[src/rtl/game_speed_scheduler.sv]
// Game-tick scheduler for the color crasher core: drives the tick-rate divider,
// turns its feedback clock into one-cycle game ticks, and sequences level-up,
// pause and crash-recovery phases.
module game_speed_scheduler #(
  parameter int unsigned START_HZ        = 2,
  parameter int unsigned STEP_HZ         = 2,
  parameter int unsigned MAX_HZ          = 60,
  parameter int unsigned MAX_LEVEL       = 15,
  parameter int unsigned TICKS_PER_LEVEL = 32,
  parameter int unsigned SLOW_HZ         = 1,
  parameter int unsigned CRASH_HOLD      = 4
) (
  input  logic        inClock,
  input  logic        reset,
  input  logic        start,
  input  logic        pause,
  input  logic        levelUp,
  input  logic        crash,
  input  logic        gameClock,
  output logic [19:0] speed,
  output logic        divReset,
  output logic        tick,
  output logic [3:0]  level,
  output logic        running,
  output logic        crashed
);

  localparam int unsigned SPEED_W = 20;
  localparam int unsigned LEVEL_W = 4;
  localparam int unsigned TC_W    = $clog2(TICKS_PER_LEVEL + 1);
  localparam int unsigned CC_W    = $clog2(CRASH_HOLD + 1);

  localparam logic [TC_W-1:0]    TC_LAST     = TC_W'(TICKS_PER_LEVEL - 1);
  localparam logic [CC_W-1:0]    CC_LAST     = CC_W'(CRASH_HOLD - 1);
  localparam logic [LEVEL_W-1:0] LEVEL_TOP   = LEVEL_W'(MAX_LEVEL);
  localparam logic [SPEED_W-1:0] SPEED_START = SPEED_W'(START_HZ);
  localparam logic [SPEED_W-1:0] SPEED_SLOW  = SPEED_W'(SLOW_HZ);

  typedef enum logic [2:0] {
    S_IDLE,
    S_LOAD,
    S_RUN,
    S_PAUSED,
    S_CRASHED
  } state_e;

  state_e               state_q, state_d;
  logic [SPEED_W-1:0]   speed_q, speed_d;
  logic                 div_reset_q, div_reset_d;
  logic                 tick_q, tick_d;
  logic [LEVEL_W-1:0]   level_q, level_d;
  logic                 running_q, running_d;
  logic                 crashed_q, crashed_d;
  logic [TC_W-1:0]      tick_count_q, tick_count_d;
  logic [CC_W-1:0]      crash_count_q, crash_count_d;
  logic                 gc_prev_q, gc_prev_d;

  logic                 gc_edge_c;
  logic                 auto_up_c;

  // Clamped tick rate for a level; 32-bit arithmetic, truncated after the clamp.
  function automatic logic [SPEED_W-1:0] rate_f(input logic [LEVEL_W-1:0] lvl);
    logic [31:0] r;
    r = START_HZ + (32'(lvl) * STEP_HZ);
    if (r > MAX_HZ) begin
      r = MAX_HZ;
    end
    return SPEED_W'(r);
  endfunction

  // Rising edge of the divider output, and the edge that completes a level.
  assign gc_edge_c = gameClock & ~gc_prev_q;
  assign auto_up_c = gc_edge_c && (tick_count_q == TC_LAST);

  // Next-state and registered-output logic.
  always_comb begin
    state_d       = state_q;
    speed_d       = speed_q;
    level_d       = level_q;
    tick_count_d  = tick_count_q;
    crash_count_d = crash_count_q;
    tick_d        = 1'b0;
    gc_prev_d     = div_reset_q ? 1'b0 : gameClock;

    unique case (state_q)
      S_IDLE: begin
        if (start) begin
          state_d = S_LOAD;
        end
      end

      S_LOAD: begin
        speed_d = rate_f(level_q);
        state_d = S_RUN;
      end

      S_RUN: begin
        if (crash) begin
          // An edge arriving with the crash is swallowed.
          state_d       = S_CRASHED;
          speed_d       = SPEED_SLOW;
          crash_count_d = '0;
        end else begin
          tick_d = gc_edge_c;
          if (gc_edge_c) begin
            tick_count_d = tick_count_q + TC_W'(1);
          end
          if (pause) begin
            state_d = S_PAUSED;
          end else if (levelUp || auto_up_c) begin
            if (level_q < LEVEL_TOP) begin
              level_d      = level_q + LEVEL_W'(1);
              tick_count_d = '0;
              state_d      = S_LOAD;
            end else if (auto_up_c) begin
              tick_count_d = '0;
            end
          end
        end
      end

      S_PAUSED: begin
        if (crash) begin
          state_d       = S_CRASHED;
          speed_d       = SPEED_SLOW;
          crash_count_d = '0;
        end else if (!pause) begin
          state_d = S_LOAD;
        end
      end

      S_CRASHED: begin
        if (gc_edge_c) begin
          if (crash_count_q == CC_LAST) begin
            state_d      = S_IDLE;
            level_d      = '0;
            tick_count_d = '0;
            speed_d      = SPEED_START;
          end else begin
            crash_count_d = crash_count_q + CC_W'(1);
          end
        end
      end

      default: begin
        state_d = S_IDLE;
      end
    endcase

    // Status flags follow the state being entered; the divider runs only in
    // RUN and in CRASHED after its entry cycle.
    running_d   = (state_d == S_RUN);
    crashed_d   = (state_d == S_CRASHED);
    div_reset_d = !((state_d == S_RUN) ||
                    ((state_d == S_CRASHED) && (state_q == S_CRASHED)));
  end

  // State and output registers with synchronous reset.
  always_ff @(posedge inClock) begin
    if (reset) begin
      state_q       <= S_IDLE;
      speed_q       <= SPEED_START;
      div_reset_q   <= 1'b1;
      tick_q        <= 1'b0;
      level_q       <= '0;
      running_q     <= 1'b0;
      crashed_q     <= 1'b0;
      tick_count_q  <= '0;
      crash_count_q <= '0;
      gc_prev_q     <= 1'b0;
    end else begin
      state_q       <= state_d;
      speed_q       <= speed_d;
      div_reset_q   <= div_reset_d;
      tick_q        <= tick_d;
      level_q       <= level_d;
      running_q     <= running_d;
      crashed_q     <= crashed_d;
      tick_count_q  <= tick_count_d;
      crash_count_q <= crash_count_d;
      gc_prev_q     <= gc_prev_d;
    end
  end

  assign speed    = speed_q;
  assign divReset = div_reset_q;
  assign tick     = tick_q;
  assign level    = level_q;
  assign running  = running_q;
  assign crashed  = crashed_q;

endmodule

[config.mk]
export PLATFORM = sky130hd
export DESIGN_NAME = game_speed_scheduler
export DESIGN_NICKNAME = d
export VERILOG_FILES = /design/src/rtl/game_speed_scheduler.sv
export SDC_FILE = /design/constraint.sdc
export NUM_CORES = 1
export LEC_CHECK = 0
export ABC_AREA = 1
export BUFFER_PORTS_ARGS = -buffer_cell sky130_fd_sc_hd__buf_2
export CORE_MARGIN = 2
export CORE_UTILIZATION = 40
export DETAILED_ROUTE_END_ITERATION = 6
export GPL_ROUTABILITY_DRIVEN = 0
export PLACE_DENSITY = 0.66
export REMOVE_ABC_BUFFERS = 1
export SLEW_MARGIN = 20
export SYNTH_ARGS = -nofsm -noshare
export SYNTH_HDL_FRONTEND = slang
export SYNTH_SLANG_ARGS = --single-unit
[constraint.sdc]
create_clock -name inClock -period 1.9 [get_ports inClock]
set_clock_uncertainty 0.1 [all_clocks]
set_input_delay 0 -clock inClock [delete_from_list [all_inputs] [get_ports inClock]]
set_output_delay 0 -clock inClock [all_outputs]
set_load 0.01 [all_outputs]
==> out/qor.yml <==
outcome: "completed"
routed_wl_mm: 2.97
cts_tree: "yes"
synth_warnings: 0
cap_viol_max_count: 0
cp_slowest_stage_delay_ns: 0.36
synthSimpleGateAreaFrac_pct: 33.3
coreArea_sq_mm: 0.00369
dieArea_sq_mm: 0.00438
hold_viol: 0
syn_avg_cell_area_sq_um: 7.19
drive_gt1_share_pct: 18.8
cp_slowest_cell: "dfxtp_1"
synth_area_sq_mm: 0.00155
synth_mux_area_share_pct: 0
cp_cell_sequence: "ha_1 -> ha_1 -> inv_1 -> o21ai_2 -> nand2_4 -> nor2_8 -> xor2_1 -> inv_1 -> nor2_2"
power_mw: 1.17
area_growth_syn_to_layout_pct: 11.2
row_count: 22
grt-busiest-layer: "met2"
die_h_microns: 66.2
htreeDepth: 1
finalCriticalPeriod_ns: 1.75
grt_util_met2_pct: 25.3
synthAdderAreaFrac_pct: 4.05
crit_family: "flip-flops"
setup_viol: 0
viasPerCell: 4.52
drtPass1Iterations: 4
worstHoldPathType: "in2reg"
multi_input_area_sq_um: 802
dp_cells: 280
gr-total-overflow: 0
critPathCaptureType: "flip-flop"
fillers: 397
leakage_nw: 0.875
grt_pass1_vias: 1201
fin_nets: 253
met1_usage_pct: 19.0
seq_area_sq_um: 541
vias: 1302
drt_iter0_drc: 72
grt_max_degree: 16
synthCells: 215
final_cell_mix: "nand2_1 (52), inv_1 (28), dfxtp_1 (27)"
rsz0062_at_grt: "false"
grt_usage_pct: 14.8
ir_worst_vdd_mv: 0.279
diodes: 0
fmax_ghz: 0.573
clk_pin_slew_ns: 0.09
port_buffers: 20
die_width_microns: 66.2
stdcell_count: 288
setup_ws_ns: 0.154
hold_ws_ns: 0.0348
crit_fanout: 7
detailed_place_hpwl_mm: 2.33
place_ws_ns: 0.178
clock-sinks: 27
synthXorXnorAreaFrac_pct: 1.70
path_class: "reg2reg"
powerDensity_mw_per_mm2: 680
grt_pass1_wl_mm: 5.09
antenna_left: 0
floorplan.initialDensity_pct: 41.9
cp.arrival_ns: 1.86
wl_per_cell_microns: 10.3
antenna_found_initial: 0
required_ns: 2.01
ys_ff_latch: 27
synth.distinct_cells: 34
clockBufferDepth: 2
cp_num_buf_inv: 2
yosysSeqAreaShare_pct: 35.0
tns_ns: 0
drc: 0
synth_top_family_by_area: "simple AND/OR/NAND/NOR gates"
grt_use_met3_pct: 2.73
synth_compound_area_share_pct: 9.39
clk_latency_ns: 0.27
cts_buffers: 3
root_buffer: "clkbuf_8"
maxSlewViolCount: 0
final_common_cell: "nand2_1"
critPathLaunchType: "flip-flop"
min_period_over_period_pct: 91.9
io_pins: 35
## kinds of logic after synthesis
kind of cell / Yosys count
xor+xnor: 3
fa+ha+maj: 5
other cells: 1
simple gates: 106
buf+inv: 49
compound gates: 24
flops: 27
## repair_timing
| item | CTS | global route |
|---|---|---|
| hold buffers | 4 | 0 |
| endpoints found under the hold margin | 13 | 0 |
| resized for setup | 0 | 0 |
| endpoints found under the setup margin | 0 | 0 |
| setup buffers | 0 | 0 |
## stage by stage
step	cell area, sq um	utilization, %
detailed placement	1630	44.3
finish	1720	46.6
floorplan	1470	-
global route	1720	46.6
CTS	1720	46.6
global placement	1630	44.3
## path summary, 6_finish.rpt
| kind | slack (ns) | endpoint | startpoint | cells after the start |
|---|---|---|---|---|
| max reg2reg | 0.15 | tick_count_q[0] | crash_count_q[0] | 9 |
| max | 0.15 | tick_count_q[0] | crash_count_q[0] | 9 |
| min | 0.03 | state_q[1] | pause | 5 |
| min reg2reg | 0.32 | tick | gc_prev_q | 1 |
## worst min-delay path: stages
cell     delay, ns
buf_2         0.11
a41oi_1       0.09
nand2_1       0.07
nand2_1       0.06
inv_1         0.05
## flip-flops by register name (all words and copies together) (netlist names)
| signal | cells |
|---|---|
| crash_count_q | 3 |
| gc_prev_q | 1 |
| divReset | 1 |
| speed | 6 |
| running | 1 |
| state_q | 3 |
| level | 4 |
| tick_count_q | 6 |
| tick | 1 |
| crashed | 1 |
## synthesized netlist by cell type, drive strengths merged
cell,instances,share of area (%)
a31oi,1,0.40
dlygate4sd1,1,0.57
nand4,4,1.6
and2,1,0.49
nor3,3,1.7
xor2,3,1.7
a41oi,1,0.57
o211a,1,0.65
nor2,26,8.5
nand2,58,16
dfxtp,27,35
nand3,12,4.2
nand3b,1,0.73
nor4,1,0.40
o21ai,8,3.6
a21oi,13,4.2
conb,1,0.24
inv,32,7.9
ha,5,4.0
buf,16,7.8
## power by group
part           switching [mW]  internal (mW)
Combinational           0.149         0.0803
Clock                   0.174          0.147
Sequential             0.0229          0.596
## layout make-up
cell class	instances	area share (%)
repair buffers	25	8.59
well taps	48	3.49
flip-flops and latches	27	31.4
clock inverters	1	0.291
inverters	32	7.13
multi-input cells	152	46.7
clock buffers	3	2.40
## per-layer routing
| metal | up-vias | share of wire, % |
|---|---|---|
| met2 | 33 | 47 |
| met4 | 0 | 0.64 |
| met1 | 571 | 48 |
| met3 | 2 | 5.0 |
| met5 | - | 0 |
| li1 | 696 | - |
(Power assumes the default switching activity.)
